### src/rtl/sync_fifo_flags_if.sv
// Producer/consumer bundle for sync_fifo_flags.
//   master: drives clr, w_en, Data_in, rd_en and observes data, flags, count and peak.
//   slave : the FIFO side, with the directions reversed.
interface sync_fifo_flags_if #(
  parameter int unsigned DATA_BITS = 8,
  parameter int unsigned NUM_BITS  = 4
);
  logic                 clr;
  logic                 w_en;
  logic [DATA_BITS-1:0] Data_in;
  logic                 rd_en;
  logic [DATA_BITS-1:0] Data_out;
  logic                 full;
  logic                 empty;
  logic                 almost_full;
  logic                 almost_empty;
  logic [NUM_BITS:0]    count;
  logic [NUM_BITS:0]    peak;
  logic                 overflow;
  logic                 underflow;

  modport master (
    output clr, w_en, Data_in, rd_en,
    input  Data_out, full, empty, almost_full, almost_empty, count, peak, overflow, underflow
  );

  modport slave (
    input  clr, w_en, Data_in, rd_en,
    output Data_out, full, empty, almost_full, almost_empty, count, peak, overflow, underflow
  );
endinterface

### src/rtl/sync_fifo_flags.sv
// Single-clock FIFO with occupancy count, peak tracking, almost-full/almost-empty flags,
// sticky overflow/underflow, synchronous clear and a registered or FWFT read port.
// Ports:
//   clk  - rising-edge clock
//   rst  - asynchronous active-low reset
//   bus  - sync_fifo_flags_if.slave: clr, w_en, Data_in, rd_en in;
//          Data_out, full, empty, almost_full, almost_empty, count, peak, overflow, underflow out
module sync_fifo_flags #(
  parameter int unsigned DATA_BITS  = 8,
  parameter int unsigned DEPTH      = 16,
  parameter int unsigned NUM_BITS   = 4,
  parameter int unsigned AFULL_LVL  = 12,
  parameter int unsigned AEMPTY_LVL = 4,
  parameter int unsigned FWFT       = 0
) (
  input logic             clk,
  input logic             rst,
  sync_fifo_flags_if.slave bus
);
  localparam int unsigned CW = NUM_BITS + 1;

  logic [DATA_BITS-1:0] mem [DEPTH];

  logic [CW-1:0]        wr_ptr_q, wr_ptr_d;
  logic [CW-1:0]        rd_ptr_q, rd_ptr_d;
  logic [CW-1:0]        count_q,  count_d;
  logic [CW-1:0]        peak_q,   peak_d;
  logic                 full_q,   full_d;
  logic                 empty_q,  empty_d;
  logic                 afull_q,  afull_d;
  logic                 aempty_q, aempty_d;
  logic                 ovf_q,    ovf_d;
  logic                 udf_q,    udf_d;
  logic [DATA_BITS-1:0] dout_q,   dout_d;
  logic                 wr_ok, rd_ok;
  logic [DATA_BITS-1:0] head;

  assign head = mem[rd_ptr_q[NUM_BITS-1:0]];

  // Next-state: acceptance from pre-edge flags, clear has priority, flags decoded from next count.
  always_comb begin
    wr_ok    = bus.w_en  && !full_q;
    rd_ok    = bus.rd_en && !empty_q;
    wr_ptr_d = wr_ptr_q;
    rd_ptr_d = rd_ptr_q;
    count_d  = count_q;
    ovf_d    = ovf_q;
    udf_d    = udf_q;
    dout_d   = dout_q;
    if (bus.clr) begin
      wr_ptr_d = '0;
      rd_ptr_d = '0;
      count_d  = '0;
      ovf_d    = 1'b0;
      udf_d    = 1'b0;
    end else begin
      if (wr_ok) wr_ptr_d = wr_ptr_q + CW'(1);
      if (rd_ok) begin
        rd_ptr_d = rd_ptr_q + CW'(1);
        if (FWFT == 0) dout_d = head;
      end
      case ({wr_ok, rd_ok})
        2'b10:   count_d = count_q + CW'(1);
        2'b01:   count_d = count_q - CW'(1);
        default: count_d = count_q;
      endcase
      if (bus.w_en  && full_q)  ovf_d = 1'b1;
      if (bus.rd_en && empty_q) udf_d = 1'b1;
    end
    peak_d   = bus.clr ? '0 : ((count_d > peak_q) ? count_d : peak_q);
    full_d   = (count_d == CW'(DEPTH));
    empty_d  = (count_d == '0);
    afull_d  = (count_d >= CW'(AFULL_LVL));
    aempty_d = (count_d <= CW'(AEMPTY_LVL));
  end

  // State registers.
  always_ff @(posedge clk or negedge rst) begin
    if (!rst) begin
      wr_ptr_q <= '0;
      rd_ptr_q <= '0;
      count_q  <= '0;
      peak_q   <= '0;
      full_q   <= 1'b0;
      empty_q  <= 1'b1;
      afull_q  <= 1'b0;
      aempty_q <= 1'b1;
      ovf_q    <= 1'b0;
      udf_q    <= 1'b0;
      dout_q   <= '0;
    end else begin
      wr_ptr_q <= wr_ptr_d;
      rd_ptr_q <= rd_ptr_d;
      count_q  <= count_d;
      peak_q   <= peak_d;
      full_q   <= full_d;
      empty_q  <= empty_d;
      afull_q  <= afull_d;
      aempty_q <= aempty_d;
      ovf_q    <= ovf_d;
      udf_q    <= udf_d;
      dout_q   <= dout_d;
    end
  end

  // Storage array; contents intentionally not reset.
  always_ff @(posedge clk) begin
    if (wr_ok && !bus.clr) mem[wr_ptr_q[NUM_BITS-1:0]] <= bus.Data_in;
  end

  // FWFT presents the head word straight from the array while non-empty.
  assign bus.Data_out     = (FWFT != 0) ? (empty_q ? '0 : head) : dout_q;
  assign bus.full         = full_q;
  assign bus.empty        = empty_q;
  assign bus.almost_full  = afull_q;
  assign bus.almost_empty = aempty_q;
  assign bus.count        = count_q;
  assign bus.peak         = peak_q;
  assign bus.overflow     = ovf_q;
  assign bus.underflow    = udf_q;
endmodule
### src/flat_wrapper.sv
// flat-port wrapper written by rule: the top's interface ports become plain ports
module sync_fifo_flags_flat 
#(
  parameter int unsigned DATA_BITS  = 8,
  parameter int unsigned DEPTH      = 16,
  parameter int unsigned NUM_BITS   = 4,
  parameter int unsigned AFULL_LVL  = 12,
  parameter int unsigned AEMPTY_LVL = 4,
  parameter int unsigned FWFT       = 0
)
  (clk, rst, bus_clr, bus_w_en, bus_Data_in, bus_rd_en, bus_Data_out, bus_full, bus_empty, bus_almost_full, bus_almost_empty, bus_count, bus_peak, bus_overflow, bus_underflow);
  sync_fifo_flags_if #(.DATA_BITS(DATA_BITS), .NUM_BITS(NUM_BITS)) bus_i ();
  input logic clk;
  input logic rst;
  input wire logic [$bits(bus_i.clr)-1:0] bus_clr;
  input wire logic [$bits(bus_i.w_en)-1:0] bus_w_en;
  input wire logic [$bits(bus_i.Data_in)-1:0] bus_Data_in;
  input wire logic [$bits(bus_i.rd_en)-1:0] bus_rd_en;
  output wire logic [$bits(bus_i.Data_out)-1:0] bus_Data_out;
  output wire logic [$bits(bus_i.full)-1:0] bus_full;
  output wire logic [$bits(bus_i.empty)-1:0] bus_empty;
  output wire logic [$bits(bus_i.almost_full)-1:0] bus_almost_full;
  output wire logic [$bits(bus_i.almost_empty)-1:0] bus_almost_empty;
  output wire logic [$bits(bus_i.count)-1:0] bus_count;
  output wire logic [$bits(bus_i.peak)-1:0] bus_peak;
  output wire logic [$bits(bus_i.overflow)-1:0] bus_overflow;
  output wire logic [$bits(bus_i.underflow)-1:0] bus_underflow;
  assign bus_i.clr = bus_clr;
  assign bus_i.w_en = bus_w_en;
  assign bus_i.Data_in = bus_Data_in;
  assign bus_i.rd_en = bus_rd_en;
  assign bus_Data_out = bus_i.Data_out;
  assign bus_full = bus_i.full;
  assign bus_empty = bus_i.empty;
  assign bus_almost_full = bus_i.almost_full;
  assign bus_almost_empty = bus_i.almost_empty;
  assign bus_count = bus_i.count;
  assign bus_peak = bus_i.peak;
  assign bus_overflow = bus_i.overflow;
  assign bus_underflow = bus_i.underflow;
  sync_fifo_flags #(.DATA_BITS(DATA_BITS), .DEPTH(DEPTH), .NUM_BITS(NUM_BITS), .AFULL_LVL(AFULL_LVL), .AEMPTY_LVL(AEMPTY_LVL), .FWFT(FWFT)) u_core (.clk(clk), .rst(rst), .bus(bus_i));
endmodule
### config.mk
export PLATFORM = sky130hd
export DESIGN_NAME = sync_fifo_flags_flat
export DESIGN_NICKNAME = d
export VERILOG_FILES = /design/src/rtl/sync_fifo_flags_if.sv /design/src/rtl/sync_fifo_flags.sv /design/src/flat_wrapper.sv
export SDC_FILE = /design/constraint.sdc
export NUM_CORES = 1
export LEC_CHECK = 0
export CAP_MARGIN = 5
export CORE_MARGIN = 2
export CORE_UTILIZATION = 59
export DETAILED_ROUTE_END_ITERATION = 10
export GPL_ROUTABILITY_DRIVEN = 0
export PLACE_DENSITY = 0.79
export SLEW_MARGIN = 20
export SYNTH_ARGS = -nofsm -noshare
export SYNTH_HDL_FRONTEND = slang
export SYNTH_SLANG_ARGS = --single-unit
### constraint.sdc
create_clock -name clk -period 4.1 [get_ports clk]
set_clock_uncertainty 0.1 [all_clocks]
set_input_delay 0.82 -clock clk [delete_from_list [all_inputs] [get_ports clk]]
set_output_delay 0.82 -clock clk [all_outputs]
set_load 0.005 [all_outputs]
Word level (Yosys, flattened, before mapping)
Memories as Yosys holds them, arrays and structs flattened. A register that Yosys moved wholly into a read port is not among the register bits.
Cells that the tools add are included.

operators by class
  add/subtract/negate cells = 4
  $lt $le $gt $ge = 3
  eq/ne operators = 3
  multiplexer cells = 14
  bitwise logic cells = 1
  reduce and logical (&&, ||, !) cells = 16

operators with widths
  cell                                                                              number
  5-bit 2-to-1 mux                                                                  7
  5-bit by 1-bit adder with 5-bit output, second input constant                     3
  5-bit one-hot mux with 2 select lines                                             1
  2-bit nonzero test                                                                5
  1-bit 2-to-1 mux                                                                  6
  5-bit equality test, second input constant                                        1
  5-bit by 4-bit >= comparator with 1-bit output, second input constant             1
  5-bit > comparator                                                                1
  5-bit by 3-bit less-or-equal comparator with 1-bit output, second input constant  1
  1-bit logical AND                                                                 5
  5-bit zero test                                                                   1
  5-bit by 1-bit subtractor with 5-bit output, second input constant                1
  1-bit zero test                                                                   4
  2-bit by 1-bit equality test with 1-bit output, second input constant             1
  2-bit equality test, second input constant                                        1
  2-bit AND reduction                                                               1
  1-bit inverter                                                                    1

storage, ports and cells
  register bits = 26
  memory bits (writable) = 128
  input bits = 13
  output and inout port bits = 24
  memories = 1

memories
  name        words  bits a word  rd ports  clocked after Yosys merged registers in  wr ports  line                   RTL
  u_core.mem  16     8            1         1                                        1         sync_fifo_flags.sv:22  logic [DATA_BITS-1:0] mem [DEPTH];

Depth between registers and ports, before layout
Gate-level depths: netlist (run 1).

  depth in word-level cells = 8
  depth in mapped cells = 16

Worst setup path after synthesis (run 1)
No wires, ideal clock.

  path type = input port to flip-flop
  start point = in bus_w_en
  end point = reg u_core.peak_q[0] (netlist: u_core.bus.peak[0])
  arrival time = 3.698 ns
  required time = 3.882 ns
  setup slack = 0.184 ns
  stages on the path = 14
  path buffers = 0
  path through = nor2b_4 clkinv_2 nand2_4 xnor2_1 ha_1 a21o_1 or4_1 a31oi_2 mux2_2 ha_1 mux2i_1 a21oi_1 nor3b_1 a21o_1

between the ends
  longest elaborated chain between the ends = 6
  elaborated cells between the ends (all ways) = 9
  those cells by class = order compare (1); eq/ne (2); mux (4); reduce/logical (2)

RTL lines
  element                                                                                line                   RTL
  start: declaration                                                                     flat_wrapper.sv:16     input wire logic [$bits(bus_i.w_en)-1:0] bus_w_en;
  1-bit logical AND *                                                                    sync_fifo_flags.sv:42  wr_ok = bus.w_en && !full_q;
  2-bit by 1-bit equality test with 1-bit output or 2-bit equality test (tied branches)  sync_fifo_flags.sv:62  case ({wr_ok, rd_ok})
  5-bit one-hot mux with 2 select lines *                                                sync_fifo_flags.sv:62
  5-bit 2-to-1 mux *                                                                     sync_fifo_flags.sv:50  if (bus.clr) begin
  via u_core.count_d[4]                                                                  sync_fifo_flags.sv:26  logic [CW-1:0] count_q, count_d;
  5-bit > comparator *                                                                   sync_fifo_flags.sv:70  peak_d = bus.clr ? '0 : ((count_d > peak_q) ? count_d : peak_q);
  2-bit nonzero test (no line) *                                                         -
  end signal: assignment                                                                 sync_fifo_flags.sv:95  peak_q <= peak_d;
  end: declaration                                                                       sync_fifo_flags.sv:27  logic [CW-1:0] peak_q, peak_d;

Mark *: on every way through the listed nets, which the timed path passes. The rest lies on a longest branch. The select of a mux whose other input is x is not followed.
A chain may end at the register's enable or synchronous reset.

Worst setup path after layout (run 1)
  start point = in bus_w_en
  end point = reg u_core.peak_q[3] (netlist: u_core.bus.peak[3])

The elaborated chain is that of the path after synthesis.

==> run summary, run 1 <==
Status = finished, final reports clean
CP delay by family, top = compound AO/OA/AOI/OAI gates
Antenna-violating nets left = 0
Slowest stage delay, CP = 0.48 ns
# setup viols final = 0
Switching power = 0.001185 W
Switching Share = 26.35%
CTS tree = done
Root buf cell = clkbuf_16
Critical Path Sink Type = flop
Post-Synthesis Cells = 361
Crit path DAT = 4.16 ns
WS Path Type = in2reg
Max cap viols = 0
Fmax = 253.6 MHz
# hold bufs at CTS = 0
Final Hold Vio Count = 0
Setup TNS = 0 ns
Worst IR Drop VDD = 0.4498 mV
R2R cell count = 15
Die W = 110.8 um
PostCTS Resize Cnt = 0
Part of the power in registers = 44.0%
Worst hold start = u_core.bus.Data_out[0]$_DFFE_PN0P_
FILL cells = 648
Comb power frac = 21.6%
Final wirelength = 12.74 mm
Synthesized flop and latch total = 160
Gr ovfl total = 0
CP bufs+invs = 3
Largest net degree at the start of global routing = 36
Vias in the first global route = 3,561
Worst slew pin tran = 0.8203 ns
WHS Path Cells = 1
Clk sinks = 160
Drt via density = 6.038
Total Power = 0.004497 W
Number of buffers created by CTS = 17
Reg clk slew, reported paths = 0.06 ns
I/O pins = 37
Mapped Nets = 386
Clock latency on the worst-skew pair = 0.43 ns
Worst path slowest cell = clkdlybuf4s50_1
CP max FO = 10
Int Power = 0.003312 W
Startpoint Class = input port
Pleak = 2.819 nW
P&R area growth vs syn = 18.21%
Cell area after synthesis = 0.006726 mm2
DP HPWL = 8.327 mm
Iter 0 DRT Violations = 327
Post-layout nets = 457
Unrepaired setup endpoints after global routing = no
Setup repair bufs after CTS = 0
Warnings, synthesis = 0
Non-Filler Instances = 584
Worst Hold Class = reg2reg
Starting Density = 61.24%
Clock power share = 34.4%
Area taken by multi-input logic gates = 0.001894 mm2
Most frequent CP cell = ha_1
Worst reg2reg path endpoint = u_core.bus.peak[3]$_DFFE_PN0P_
Register area share after synthesis = 69.08%
Syn avg cell area = 18.63 um2
Antenna cells = 0
Fin. max-slew vios = 0
First-pass GRT wire length = 20.24 mm
Routed WL per cell = 21.82 um
Worst Hold End = u_core.bus.Data_out[0]$_DFFE_PN0P_
Buffers on Ports = 36
Gr usage total = 22.27%
Flip-flop and latch area = 0.004648 mm2
Vias = 3,526
CTS H-tree lvls = 4
Total die area = 0.01227 mm2
Die Ht = 110.8 um
Core ar. = 0.01098 mm2
Clk buf depth = 2
Row cnt = 38
Ratio of cells with drive above 1 in the final layout = 22.52%
Initial antenna violation count = 0
Min cycle time layout = 3.944 ns
Drt first pass iters = 5
Required time worst endpoint = 4.32 ns
Final period utilization = 96.19%
Yosys cell types = 45
Reg-to-reg slack, setup = 0.60 ns
Worst flop-to-flop path startpoint = u_core.bus.empty$_DFF_PN1_
# DRC = 0
Slew Limit Headroom = 45.14%
Crit path cell chain = clkdlybuf4s50_1 > nor2b_4 > clkinv_2 > nand2_4 > xnor2_1 > ha_1 > a21o_1 > or4_1 > a31oi_2 > mux2_2 > ha_1 > mux2i_1 > a21oi_1 > buf_4 > nor2_1 > a211oi_1
PwrDens = 565.6 mW/mm2
Placed Cells = 553
==> synth_stat cells (all sizes together) <==
master	number	share of area [%]
nor3b	2	0.22
clkbuf	4	0.22
o31ai	2	0.22
nand3	1	0.074
mux4	40	15
nand4	3	0.28
ha	12	2.2
or4	2	0.22
edfxtp	128	57
dfstp	2	0.78
mux2	10	1.7
xnor2	6	0.78
nor2b	4	0.48
and4	1	0.13
a21o	2	0.22
and3	1	0.093
inv	11	0.69
a31oi	1	0.19
a211oi	2	0.22
buf	12	1.8
dfrtp	30	11
o21a	1	0.11
clkinv	1	0.074
mux2i	3	0.45
nand2b	5	0.58
o22ai	1	0.093
a211o	2	0.26
nor4b	1	0.22
a21oi	9	0.67
nor2	32	1.8
o21ai	2	0.15
xor2	4	0.52
a31o	1	0.13
nand2	16	1.0
nor3	7	0.52
==> power groups by stage <==
| stage | combinational (W) | clock [W] | sequential, W |
|---|---|---|---|
| floorplan | 0.000588 | 0 | 0.00197 |
| global placement | 0.000922 | 0 | 0.00201 |
| detailed placement | 0.000952 | 0 | 0.00201 |
| CTS | 0.000968 | 0.00157 | 0.00198 |
| global route | 0.00104 | 0.00162 | 0.00200 |
| finish | 0.000973 | 0.00155 | 0.00198 |
==> sequential cells by signal, indices dropped and copies added, names as in the netlist <==
signal	count
u_core.rd_ptr_q	4
u_core.bus.underflow	1
u_core.bus.empty	1
u_core.bus.almost_full	1
u_core.bus.overflow	1
u_core.bus.count	5
u_core.bus.Data_out	8
u_core.bus.full	1
u_core.bus.peak	5
u_core.bus.almost_empty	1
u_core.mem	128
u_core.wr_ptr_q	4
==> routing by layer <==
metal  vias up  part of all wire, %  global-route usage [%]
met3        18                  7.0                   5.850
met2       144                   49                   35.01
met4         0                  1.6                   8.000
met1      1788                   43                   30.64
li1       1576                    -                       -
met5         -                    0                       0
==> layout by cell type, fill, tap and decap left out, drive strengths merged, types with 3 or more instances in the layout <==
cell / Yosys / final
edfxtp: 128 / 128
mux4: 40 / 40
clkdlybuf4s50: 0 / 36
nor2: 32 / 32
buf: 12 / 32
dfrtp: 30 / 30
clkbuf: 4 / 17
nand2: 16 / 16
inv: 11 / 16
ha: 12 / 12
mux2: 10 / 10
a21oi: 9 / 9
nor3: 7 / 7
xnor2: 6 / 6
nand2b: 5 / 5
clkinv: 1 / 5
xor2: 4 / 4
nor2b: 4 / 4
mux2i: 3 / 3
nand4: 3 / 3
clkinvlp: 0 / 3
==> cell families (layout without fill, tap and decap cells) <==
| kind of cell | after synthesis | after routing | synth area share (%) |
|---|---|---|---|
| AO/OA/AOI/OAI | 23 | 23 | 2.269 |
| XOR/XNOR | 10 | 10 | 1.302 |
| adder cells (fa/ha/maj) | 12 | 12 | 2.232 |
| buffers and inverters | 28 | 111 | 2.753 |
| flip-flops | 160 | 160 | 69.08 |
| multiplexers | 53 | 53 | 16.74 |
| AND/OR/NAND/NOR | 75 | 75 | 5.617 |
==> cell type report <==
type                            count  area share, %
Multi-Input combinational cell    173          23.82
Clock buffer                       17          5.350
Inverter                           12         0.6452
Clock inverter                     14          1.967
Tap cell                          140          2.203
Timing Repair Buffer               68          7.553
Sequential cell                   160          58.46
==> how the worst max path moves through the flow <==
stage	startpoint	end	slack, ns	cells past startpoint
after floorplan	bus_w_en	u_core.bus.peak[0]$_DFFE_PN0P_	0.18	14
final	bus_w_en	u_core.bus.peak[3]$_DFFE_PN0P_	0.16	16
after detailed placement	bus_w_en	u_core.bus.peak[3]$_DFFE_PN0P_	-0.20	16
after global placement	bus_w_en	u_core.bus.peak[4]$_DFFE_PN0P_	-0.04	16
after CTS	bus_w_en	u_core.bus.peak[3]$_DFFE_PN0P_	0.19	16
after global routing	bus_w_en	u_core.bus.peak[0]$_DFFE_PN0P_	0.03	19
==> per-stage QoR <==
step	area (um2)	utilization, %	hold WS (ns)	setup WS, ns
floorplan	6726	-	0.3859	0.1840
global placement	7370	67.10	0.3853	-0.03522
detailed placement	7370	67.10	0.3963	-0.2032
CTS	7951	72.40	0.4100	0.1853
global route	7951	72.40	0.4354	0.03174
finish	7951	72.40	0.4040	0.1560
No activity file was read; power rests on OpenSTA's default activity.
==> inputs of run 2 (changes only) <==
--- a/config.mk
+++ b/config.mk
@@ -7,10 +7,9 @@
 export LEC_CHECK = 0
 export CAP_MARGIN = 5
 export CORE_MARGIN = 2
-export CORE_UTILIZATION = 59
+export CORE_UTILIZATION = 40
 export DETAILED_ROUTE_END_ITERATION = 10
 export GPL_ROUTABILITY_DRIVEN = 0
-export PLACE_DENSITY = 0.79
 export SLEW_MARGIN = 20
 export SYNTH_ARGS = -nofsm -noshare
 export SYNTH_HDL_FRONTEND = slang
==> constraint.sdc (replaced) <==
create_clock -name clk -period 3.2 [get_ports clk]
set_clock_uncertainty 0.1 [all_clocks]
set_input_delay 0.64 -clock clk [delete_from_list [all_inputs] [get_ports clk]]
set_output_delay 0.64 -clock clk [all_outputs]
set_load 0.005 [all_outputs]
==> run 2 against run 1 <==
Against the previous run:
- the run now ends with setup timing left
- non-clock buffer count grew 17
- flip-flop and latch count unchanged
- count of clock-buffer cells in the layout up 3
- die area rose by 46%
- sequential share of layout area fell by 2.7 points
- global-route usage is 6.6 points lower
- design area grew 4.9%
- worst setup slack got worse by 0.26 ns
- sequential power increased by 26%
==> run summary, run 2 (same netlist as run 1, synthesis figures left out) <==
Status = finished, violations left (was finished, final reports clean)
Failing checks = setup timing
Int Power = 0.004451 W (was 0.003312 W)
Comb power frac = 24.8% (was 21.6%)
Worst IR Drop VDD = 0.4129 mV (was 0.4498 mV)
DP HPWL = 8.352 mm (was 8.327 mm)
Clk sinks = 160 (unchanged)
Min cycle time layout = 3.305 ns
Post-layout nets = 475 (was 457)
Critical Path Sink Type = flop (unchanged)
Worst path slowest cell = mux2_4 (was clkdlybuf4s50_1)
Crit path DAT = 3.52 ns (was 4.16 ns)
Worst Hold End = u_core.bus.underflow$_DFFE_PN0P_ (was u_core.bus.Data_out[0]$_DFFE_PN0P_)
Largest net degree at the start of global routing = 33 (was 36)
Vias = 3,469 (was 3,526)
Most frequent cells in the layout = edfxtp_1 (128), buf_4 (47), clkdlybuf4s50_1 (34) (was edfxtp_1 (128), clkdlybuf4s50_1 (36), nor2_1 (32), buf_4 (32), dfrtp_1 (29))
Number of buffers created by CTS = 17 (unchanged)
Antenna cells = 0 (unchanged)
Required time worst endpoint = 3.41 ns (was 4.32 ns)
Unrepaired setup endpoints after global routing = yes (was no)
Gr usage total = 15.70% (was 22.27%)
WHS Path Cells = 2 (was 1)
Routed WL per cell = 18.85 um (was 21.82 um)
Initial antenna violation count = 0 (unchanged)
Worst reg2reg path endpoint = u_core.bus.peak[0]$_DFFE_PN0P_ (was u_core.bus.peak[3]$_DFFE_PN0P_)
Crit path cell chain = dlygate4sd2_1 > nor2b_4 > clkinv_4 > nand2_4 > xnor2_2 > ha_2 > a21o_1 > buf_4 > nand2_1 > a211o_1 > a31oi_4 > mux2_4 > ha_4 > mux2i_4 > a21oi_4 > nor3b_2 > a21o_1 (was clkdlybuf4s50_1 > nor2b_4 > clkinv_2 > nand2_4 > xnor2_1 > ha_1 > a21o_1 > or4_1 > a31oi_2 > mux2_2 > ha_1 > mux2i_1 > a21oi_1 > buf_4 > nor2_1 > a211oi_1)
Switching power = 0.001609 W (was 0.001185 W)
Startpoint Class = input port (unchanged)
CP max FO = 5 (was 10)
First-pass GRT wire length = 20.57 mm (was 20.24 mm)
Design area = 0.008342 mm2 (was 0.007951 mm2)
PwrDens = 726.5 mW/mm2 (was 565.6 mW/mm2)
Worst setup path startpoint = bus_w_en (unchanged)
Die W = 133.7 um (was 110.8 um)
Final wirelength = 12.87 mm (was 12.74 mm)
Placed Cells = 645 (was 553)
Post-layout util = 50.48% (was 72.40%)
CTS tree = done (unchanged)
Reg-to-reg slack, setup = -0.09 ns (was 0.60 ns)
Clock power share = 34.0% (was 34.4%)
# setup viols final = 5 (was 0)
Ratio of cells with drive above 1 in the final layout = 28.73% (was 22.52%)
Root buf cell = clkbuf_16 (unchanged)
Placed Area = 0.007611 mm2 (was 0.007370 mm2)
Drt via density = 5.079 (was 6.038)
Iter 0 DRT Violations = 291 (was 327)
# DRC = 0 (unchanged)
Total die area = 0.01787 mm2 (was 0.01227 mm2)
Fin. max-slew vios = 0 (unchanged)
Clock latency on the worst-skew pair = 0.42 ns (was 0.43 ns)
Row cnt = 47 (was 38)
Area taken by multi-input logic gates = 0.001999 mm2 (was 0.001894 mm2)
I/O pins = 37 (unchanged)
Slew Limit Headroom = 57.52% (was 45.14%)
Non-Filler Instances = 683 (was 584)
Buffers on Ports = 36 (unchanged)
WS Path Type = in2reg (unchanged)
Final period utilization = 103.3%
Core ar. = 0.01652 mm2 (was 0.01098 mm2)
Worst Hold Class = reg2reg (unchanged)
Flip-flop and latch area = 0.004648 mm2 (unchanged)
Reg clk slew, reported paths = 0.06 ns (about the same)
Final Hold Vio Count = 0 (unchanged)
Clk buf depth = 2 (unchanged)
FILL cells = 1,343 (was 648)
Max reg flops = 128 (unchanged)
Switching Share = 26.55% (was 26.35%)
Die Ht = 133.7 um (was 110.8 um)
CTS H-tree lvls = 4 (unchanged)
Antenna-violating nets left = 0 (unchanged)
Worst hold start = u_core.bus.underflow$_DFFE_PN0P_ (was u_core.bus.Data_out[0]$_DFFE_PN0P_)
Pleak = 2.953 nW (was 2.819 nW)
# hold bufs at CTS = 0 (unchanged)
P&R area growth vs syn = 24.01% (was 18.21%)
Vias in the first global route = 3,581 (was 3,561)
Most frequent CP cell = a21o_1 (was ha_1)
Max cap viols = 0 (unchanged)
Worst slack at placement = -0.8763 ns (was -0.2032 ns)
Part of the power in registers = 41.1% (was 44.0%)
Fmax = 302.6 MHz
Most common cell after layout, fill and taps aside = edfxtp_1 (unchanged)
Worst slew pin tran = 0.6373 ns (was 0.8203 ns)
Gr ovfl total = 0 (unchanged)
Drt first pass iters = 5 (unchanged)
R2R cell count = 16 (was 15)
Final worst slack = -0.1050 ns (was 0.1560 ns)
Worst flop-to-flop path startpoint = u_core.bus.empty$_DFF_PN1_ (unchanged)
Slowest stage delay, CP = 0.34 ns (was 0.48 ns)
Starting Density = 40.71% (was 61.24%)
-- run 2: critical path, delay by kind of cell --
kind / cells / cell delay [ns]
AO/OA/AOI/OAI: 5 / 0.99
XOR/XNOR: 1 / 0.11
adder cells (fa/ha/maj): 2 / 0.43
buffers and inverters: 3 / 0.42
multiplexers: 2 / 0.54
AND/OR/NAND/NOR: 4 / 0.38
-- run 2: how the worst max path moves through the flow --
stage	depth (start not counted)	to	slack, ns
floorplan	14	u_core.bus.peak[0]$_DFFE_PN0P_	-0.22
global placement	15	u_core.bus.peak[0]$_DFFE_PN0P_	-0.71
detailed placement	15	u_core.bus.peak[3]$_DFFE_PN0P_	-0.88
CTS	14	u_core.bus.peak[0]$_DFFE_PN0P_	-0.11
global route	16	u_core.bus.peak[0]$_DFFE_PN0P_	-0.23
finish	17	u_core.bus.peak[0]$_DFFE_PN0P_	-0.11
-- run 2: area by class of cell --
type / instances / area share [%]
Sequential cell: 160 / 55.72
Multi-Input combinational cell: 174 / 23.97
Timing Repair Buffer: 85 / 9.000
Clock buffer: 20 / 5.595
Tap cell: 220 / 3.300
Clock inverter: 12 / 1.755
Inverter: 12 / 0.6600
-- run 2: per-stage QoR --
| stage | setup TNS (ns) | hold WS [ns] | power, W |
|---|---|---|---|
| floorplan | -0.8024 | 0.2444 | 0.003303 |
| global placement | -3.653 | 0.3773 | 0.003822 |
| detailed placement | -4.294 | 0.3835 | 0.003852 |
| CTS | -0.4936 | 0.4007 | 0.006070 |
| global route | -1.066 | 0.4216 | 0.006340 |
| finish | -0.4126 | 0.3917 | 0.006060 |
-- run 2: per-layer routing --
layer | GRT usage, % | wire, um | part of all wire [%] | vias to the layer above
met5 | 0 | 0 | 0 | -
met1 | 21.54 | 6035 | 47 | 1769
met3 | 3.995 | 572 | 4.4 | 11
li1 | - | - | - | 1611
met4 | 5.319 | 109 | 0.85 | 0
met2 | 24.66 | 6155 | 48 | 78
-- run 2: power groups by stage --
stage,combinational [W],sequential (W),clock [W]
after detailed placement,0.00131,0.00254,0
after global placement,0.00129,0.00253,0
after global routing,0.00164,0.00251,0.00219
after floorplan,0.000775,0.00253,0
final,0.00150,0.00249,0.00206
after CTS,0.00146,0.00249,0.00211
-- run 2: what timing repair did --
action                                  CTS  global route
cloned                                    1             0
endpoints found under the setup margin    5             5
pin swaps                                 3             9
setup buffers                             4             1
gates resized for setup                  10             6
